## src/rtl/kbd_pkg.sv

```systemverilog
`default_nettype none
// ============================================================================
// Module   : kbd_pkg
// Brief    : Shared types, scancode constants and scancode-to-ASCII lookup
//            for the PS/2 keyboard ASCII decoder.
// Revision : 1.0 - initial release
// ============================================================================
package kbd_pkg;

    typedef enum logic [1:0] {
        ST_IDLE    = 2'd0,
        ST_BRK     = 2'd1,
        ST_EXT     = 2'd2,
        ST_EXT_BRK = 2'd3
    } kbd_state_t;

    localparam logic [7:0] c_SC_BREAK  = 8'hF0;
    localparam logic [7:0] c_SC_EXT    = 8'hE0;
    localparam logic [7:0] c_SC_LSHIFT = 8'h12;
    localparam logic [7:0] c_SC_RSHIFT = 8'h59;
    localparam logic [7:0] c_SC_CAPS   = 8'h58;

    // Returns {hit, char}; letters are folded to uppercase when upper is set.
    function automatic logic [8:0] kbd_lookup(input logic [7:0] code, input logic upper);
        logic [7:0] ch;
        logic       hit;
        ch  = 8'h00;
        hit = 1'b1;
        case (code)
            8'h45: ch = 8'h30;  8'h16: ch = 8'h31;  8'h1E: ch = 8'h32;
            8'h26: ch = 8'h33;  8'h25: ch = 8'h34;  8'h2E: ch = 8'h35;
            8'h36: ch = 8'h36;  8'h3D: ch = 8'h37;  8'h3E: ch = 8'h38;
            8'h46: ch = 8'h39;
            8'h1C: ch = 8'h61;  8'h32: ch = 8'h62;  8'h21: ch = 8'h63;
            8'h23: ch = 8'h64;  8'h24: ch = 8'h65;  8'h2B: ch = 8'h66;
            8'h34: ch = 8'h67;  8'h33: ch = 8'h68;  8'h43: ch = 8'h69;
            8'h3B: ch = 8'h6A;  8'h42: ch = 8'h6B;  8'h4B: ch = 8'h6C;
            8'h3A: ch = 8'h6D;  8'h31: ch = 8'h6E;  8'h44: ch = 8'h6F;
            8'h4D: ch = 8'h70;  8'h15: ch = 8'h71;  8'h2D: ch = 8'h72;
            8'h1B: ch = 8'h73;  8'h2C: ch = 8'h74;  8'h3C: ch = 8'h75;
            8'h2A: ch = 8'h76;  8'h1D: ch = 8'h77;  8'h22: ch = 8'h78;
            8'h35: ch = 8'h79;  8'h1A: ch = 8'h7A;
            8'h29: ch = 8'h20;
            8'h5A: ch = 8'h0D;
            default: hit = 1'b0;
        endcase
        if (upper && (ch >= 8'h61) && (ch <= 8'h7A)) begin
            ch = ch - 8'h20;
        end
        return {hit, ch};
    endfunction

endpackage
`default_nettype wire

```

## src/rtl/kbd_out_fifo.sv

```systemverilog
`default_nettype none
// ============================================================================
// Module   : kbd_out_fifo
// Brief    : Power-of-two byte FIFO with occupancy count; a push on a full
//            FIFO is accepted only when a pop frees a slot in the same cycle.
// Revision : 1.0 - initial release
// ============================================================================
module kbd_out_fifo #(
    parameter int FIFO_DEPTH = 8
) (
    input  logic       clk,
    input  logic       rst,
    input  logic       i_push,
    input  logic [7:0] i_data,
    input  logic       i_pop,
    output logic [7:0] o_data,
    output logic       o_valid,
    output logic       o_full
);

    localparam int c_ADDR_W = (FIFO_DEPTH > 1) ? $clog2(FIFO_DEPTH) : 1;
    localparam logic [c_ADDR_W:0] c_FULL_CNT = (c_ADDR_W + 1)'(FIFO_DEPTH);

    logic [7:0]          r_mem [FIFO_DEPTH];
    logic [c_ADDR_W-1:0] r_wr_ptr;
    logic [c_ADDR_W-1:0] r_rd_ptr;
    logic [c_ADDR_W:0]   r_count;
    logic                w_pop;
    logic                w_wr;

    assign o_valid = (r_count != '0);
    assign o_full  = (r_count == c_FULL_CNT);
    assign w_pop   = i_pop && o_valid;
    assign w_wr    = i_push && (!o_full || w_pop);
    // Head is masked so the output reads 00 whenever the FIFO is empty.
    assign o_data  = o_valid ? r_mem[r_rd_ptr] : 8'h00;

    always_ff @(posedge clk) begin
        if (w_wr) begin
            r_mem[r_wr_ptr] <= i_data;
        end
    end

    always_ff @(posedge clk or posedge rst) begin
        if (rst) begin
            r_wr_ptr <= '0;
            r_rd_ptr <= '0;
            r_count  <= '0;
        end else begin
            if (w_wr) begin
                r_wr_ptr <= r_wr_ptr + 1'b1;
            end
            if (w_pop) begin
                r_rd_ptr <= r_rd_ptr + 1'b1;
            end
            case ({w_wr, w_pop})
                2'b10:   r_count <= r_count + 1'b1;
                2'b01:   r_count <= r_count - 1'b1;
                default: r_count <= r_count;
            endcase
        end
    end

endmodule
`default_nettype wire

```

## src/rtl/kbd_ascii_decoder.sv

```systemverilog
`default_nettype none
// ============================================================================
// Module   : kbd_ascii_decoder
// Brief    : PS/2 scancode set 2 to ASCII decoder with output FIFO, key
//            counter and overflow flag. Define KBD_SHIFT_CASE_EN to enable
//            shift / caps-lock uppercase letters.
// Revision : 1.0 - initial release
// ============================================================================
module kbd_ascii_decoder
    import kbd_pkg::*;
#(
    parameter int FIFO_DEPTH = 8,
    parameter int CNT_W      = 8
) (
    input  logic             clk,
    input  logic             reset,
    input  logic [7:0]       scan_byte,
    input  logic             scan_valid,
    output logic [7:0]       ascii_data,
    output logic             ascii_valid,
    input  logic             ascii_ready,
    output logic [7:0]       last_ascii,
    output logic [CNT_W-1:0] key_count,
    output logic             caps_on,
    output logic             overflow
);

    kbd_state_t       r_state;
    logic [7:0]       r_held;
    logic [7:0]       r_last_ascii;
    logic [CNT_W-1:0] r_key_count;
    logic             r_overflow;
    logic             w_upper;
    logic             w_new_make;
    logic [8:0]       w_map;
    logic             w_push;
    logic             w_pop;
    logic             w_full;

`ifdef KBD_SHIFT_CASE_EN
    logic [1:0]       r_shift;
    logic             r_caps;
    assign w_upper = (|r_shift) ^ r_caps;
    assign caps_on = r_caps;
`else
    assign w_upper = 1'b0;
    assign caps_on = 1'b0;
`endif

    assign w_new_make = scan_valid && (r_state == ST_IDLE) && (scan_byte != c_SC_BREAK)
                        && (scan_byte != c_SC_EXT) && (scan_byte != r_held);
    assign w_map      = kbd_lookup(scan_byte, w_upper);
    assign w_push     = w_new_make && w_map[8];
    assign w_pop      = ascii_valid && ascii_ready;

    assign last_ascii = r_last_ascii;
    assign key_count  = r_key_count;
    assign overflow   = r_overflow;

    always_ff @(posedge clk or posedge reset) begin
        if (reset) begin
            r_state      <= ST_IDLE;
            r_held       <= 8'h00;
            r_last_ascii <= 8'hFF;
            r_key_count  <= '0;
            r_overflow   <= 1'b0;
`ifdef KBD_SHIFT_CASE_EN
            r_shift      <= 2'b00;
            r_caps       <= 1'b0;
`endif
        end else begin
            if (scan_valid) begin
                case (r_state)
                    ST_IDLE: begin
                        if (scan_byte == c_SC_BREAK) begin
                            r_state <= ST_BRK;
                        end else if (scan_byte == c_SC_EXT) begin
                            r_state <= ST_EXT;
                        end else if (scan_byte != r_held) begin
                            r_held <= scan_byte;
`ifdef KBD_SHIFT_CASE_EN
                            if (scan_byte == c_SC_LSHIFT) r_shift[0] <= 1'b1;
                            if (scan_byte == c_SC_RSHIFT) r_shift[1] <= 1'b1;
                            if (scan_byte == c_SC_CAPS)   r_caps     <= ~r_caps;
`endif
                        end
                    end
                    ST_BRK: begin
                        if (scan_byte == r_held) begin
                            r_held <= 8'h00;
                        end
`ifdef KBD_SHIFT_CASE_EN
                        if (scan_byte == c_SC_LSHIFT) r_shift[0] <= 1'b0;
                        if (scan_byte == c_SC_RSHIFT) r_shift[1] <= 1'b0;
`endif
                        r_state <= ST_IDLE;
                    end
                    ST_EXT: begin
                        r_state <= (scan_byte == c_SC_BREAK) ? ST_EXT_BRK : ST_IDLE;
                    end
                    default: begin
                        r_state <= ST_IDLE;
                    end
                endcase
            end
            // A dropped character still counts as a key press.
            if (w_push) begin
                r_key_count  <= r_key_count + 1'b1;
                r_last_ascii <= w_map[7:0];
                if (w_full && !w_pop) begin
                    r_overflow <= 1'b1;
                end
            end
        end
    end

    kbd_out_fifo #(
        .FIFO_DEPTH (FIFO_DEPTH)
    ) u_fifo (
        .clk     (clk),
        .rst     (reset),
        .i_push  (w_push),
        .i_data  (w_map[7:0]),
        .i_pop   (ascii_ready),
        .o_data  (ascii_data),
        .o_valid (ascii_valid),
        .o_full  (w_full)
    );

endmodule
`default_nettype wire

```

## config.mk

```make
export PLATFORM = sky130hd
export DESIGN_NAME = kbd_ascii_decoder
export DESIGN_NICKNAME = d
export VERILOG_FILES = /design/src/rtl/kbd_pkg.sv /design/src/rtl/kbd_out_fifo.sv /design/src/rtl/kbd_ascii_decoder.sv
export SDC_FILE = /design/constraint.sdc
export NUM_CORES = 1
export LEC_CHECK = 0
export CAP_MARGIN = 20
export CORE_MARGIN = 4
export CORE_UTILIZATION = 36
export CTS_CLUSTER_DIAMETER = 100
export CTS_CLUSTER_SIZE = 40
export DETAILED_ROUTE_END_ITERATION = 8
export GPL_TIMING_DRIVEN = 0
export SLEW_MARGIN = 20
export SYNTH_ARGS = -nofsm -noshare
export SYNTH_HDL_FRONTEND = slang
export SYNTH_SLANG_ARGS = --single-unit
```

## constraint.sdc

```tcl
create_clock -name clk -period 4.2 [get_ports clk]
set_input_delay 0.84 -clock clk [delete_from_list [all_inputs] [get_ports clk]]
set_output_delay 0.84 -clock clk [all_outputs]
set_load 0.02 [all_outputs]
```

==> metrics.txt <==
Routed WL 10810 µm; met2 Usage GRT 0.2388; RSZ-0062 raised after global routing yes; Slew Limit Fails 0; Least-Margin Pin Slew 0.8751 ns; worst skew pair latency 0.34 ns; synthesis-stage register bit count 93; area delta synth->final 19.54%; FF/Latch Area 2618 µm²; post-synthesis xor/xnor area fraction 0.04075; skew final 0.006684 ns; worst vdd ir 0.2266 mV; Max-slew headroom 0.4145; total negative slack 0 ns; commonest non-fill, non-tap cells in the layout edfxtp_1 (56), clkdlybuf4s50_1 (33), nand2_1 (30), dfrtp_1 (29), nor2_1 (22); Num CTS Buffers 9; antenna-violating nets left 0; vias in the first global route 3365; class of the worst hold path reg2reg; die area 15670 µm²; Seq/Total Area, Yosys 0.5295; CTS tree yes; core region area 13350 µm²; n_diodes 0; vias per inst 5.353; hold slack 0.4623 ns; gr ovfl total 0; Clock Pin Slew Worst Setup and Hold Paths ~0.060 ns; Setup Fix Bufs, Post-CTS 0; FP Rows 42; Pleak 2.233 nW; Gate Count Post-Synth 399; number of max-cap violations 0; # IOs 39; Fin. Hold Viols 0; synth warn 0; crit end category flip-flop; Final HPWL DP 7982 µm; first-pass GRT wire length 17840 µm; Synth Area in Simple Gates 0.1458; synth unique cells 74; initial core utilization 0.3704; Pwr Density 514.4 nW/µm²; final setup violation count 0; status finished clean; commonest non-fill, non-tap cell in the layout edfxtp_1; GR Util met3 0.03412; Req. time, crit path 4.40 ns; largest family of logic cells by synthesized area simple AND/OR/NAND/NOR gates; DR DRC count 0; synthesized area per cell 12.39 µm²; IO Port Bufs 33; compound-cell area share of the yosys netlist 0.09466; final net count 468; Post-Route Utilization 0.4427; post-synthesis adder-cell area fraction 0.01670; CP max FO 10; Post-synth EDFFs 56; Pre-antenna DRT Iters 5; GR peak layer met2; type of origin of the critical path primary input; die height roughly 130 µm; Routability Congestion 0.8854; routed length per instance 17.14 µm; Fmax ~0.25 GHz; antenna violations before repair 0; share of cells above drive strength 1 0.2242; part of the cycle the worst path needs 0.9701; fillers roughly 1300; drt initial violations 289; met1 usage in global routing 0.1846; mux contribution to synthesized area 0.1255; Setup CP Type in2reg; Post-CTS Hold Fix Bufs 0; Async SR Flop Fraction 0.3978; routed vias 3378; ys flop type edfxtp_1; clock buffer depth 2; post-route minimum period around 4.1 ns; CTS sink cnt 93; Root Buffer clkbuf_16; Die Wd 125.2 µm; multi-input logic area approximately 2200 µm²; crit path DAT 4.28 ns; H-tree lvl count 3; R2R setup slack ~1.2 ns; pin count of the biggest net entering global routing 33; GRT Util Overall 0.1416; mapped cell area 4943 µm²
report_power, final:
part           total (mW)  internal [mW]  switching, mW
logic                1.07          0.521          0.546
registers            1.20           1.08          0.116
clock network       0.772          0.415          0.357
final timing paths:
path	from	endpoint	cells past startpoint
max in group asynchronous	reset	last_ascii[5]	3
worst min register to register	overflow	overflow	1
worst max-delay path	scan_byte[2]	u_fifo.r_count[3]	14
min in group asynchronous	reset	r_held[7]	2
worst min-delay path	overflow	overflow	1
worst max register to register	u_fifo.r_count[0]	u_fifo.r_count[3]	10
per-stage QoR:
| stage | instance area [µm²] | worst slack [ns] | power, mW | instances |
|---|---|---|---|---|
| detailed placement | 5587 | -0.3706 | 2.297 | 615 |
| finish | 5909 | 0.1255 | 3.040 | 631 |
| global placement | 5498 | -0.8576 | 2.238 | 609 |
| global route | 5909 | -0.07831 | 3.215 | 631 |
| CTS | 5886 | 0.03328 | 3.082 | 631 |
| floorplan | 4947 | 0.5917 | 1.904 | 400 |
cells in the mapped netlist, types with 6 or more instances:
library cell  instances  area share
mux2i_1              17       0.034
dfrtp_1              29        0.15
nor3b_1               6      0.0091
buf_4                 6      0.0091
nand3_1              12       0.012
inv_1                21       0.016
a21oi_1              12       0.012
a32oi_1               6       0.011
mux2_2               12       0.027
nand2_1              30       0.023
xnor2_1              20       0.035
nor2b_1               7      0.0089
buf_2                12       0.012
dfstp_2               8       0.043
edfxtp_1             56        0.34
mux4_2               14       0.064
nor2_1               22       0.017
metal layers:
layer  wire, µm  vias up
met1       4683     1655
li1           -     1600
met4        187        0
met2       5426      104
met5          0        -
met3        516       19
sequential cells by signal, indices dropped and copies added, names as in the netlist, 2 cells and up:
name / cells
last_ascii: 8
u_fifo.r_wr_ptr: 3
u_fifo.r_count: 4
key_count: 8
r_state: 2
r_held: 8
u_fifo.r_rd_ptr: 3
u_fifo.r_mem: 56
worst max-delay path, cell delays in order:
cell and delay (ns):
clkdlybuf4s50_1 0.45, buf_2 0.22, nor3b_2 0.21, o211ai_1 0.34
o41a_1 0.26, nor4b_2 0.31, a31oi_4 0.20, or2_2 0.38
inv_1 0.09, ha_1 0.22, a21o_1 0.18, a21oi_1 0.28
or4b_1 0.17, o2111ai_1 0.11
cell type report:
| class | instances | share of cell area |
|---|---|---|
| inverter | 22 | 0.01397 |
| tap | 176 | 0.03726 |
| clock inverter | 7 | 0.01080 |
| clock buffer | 9 | 0.03811 |
| buffer | 27 | 0.02583 |
| multi-input combinational | 258 | 0.3676 |
| timing repair buffer | 39 | 0.06352 |
| sequential | 93 | 0.4429 |
kinds of logic (layout without fill, tap and decap cells):
kind of cell	count (synthesis)	count (layout)
multiplexers	43	43
AND/OR/NAND/NOR	124	124
buffers and inverters	49	104
XOR/XNOR	23	23
adder cells (fa/ha/maj)	6	6
AO/OA/AOI/OAI	60	60
flip-flops	93	93
other	1	2
timing repair:
action | in CTS | in global routing
resized for setup | 2 | 7
pin swaps | 0 | 1
setup endpoints to repair | 12 | 8
No activity file was read; power rests on OpenSTA's default activity.
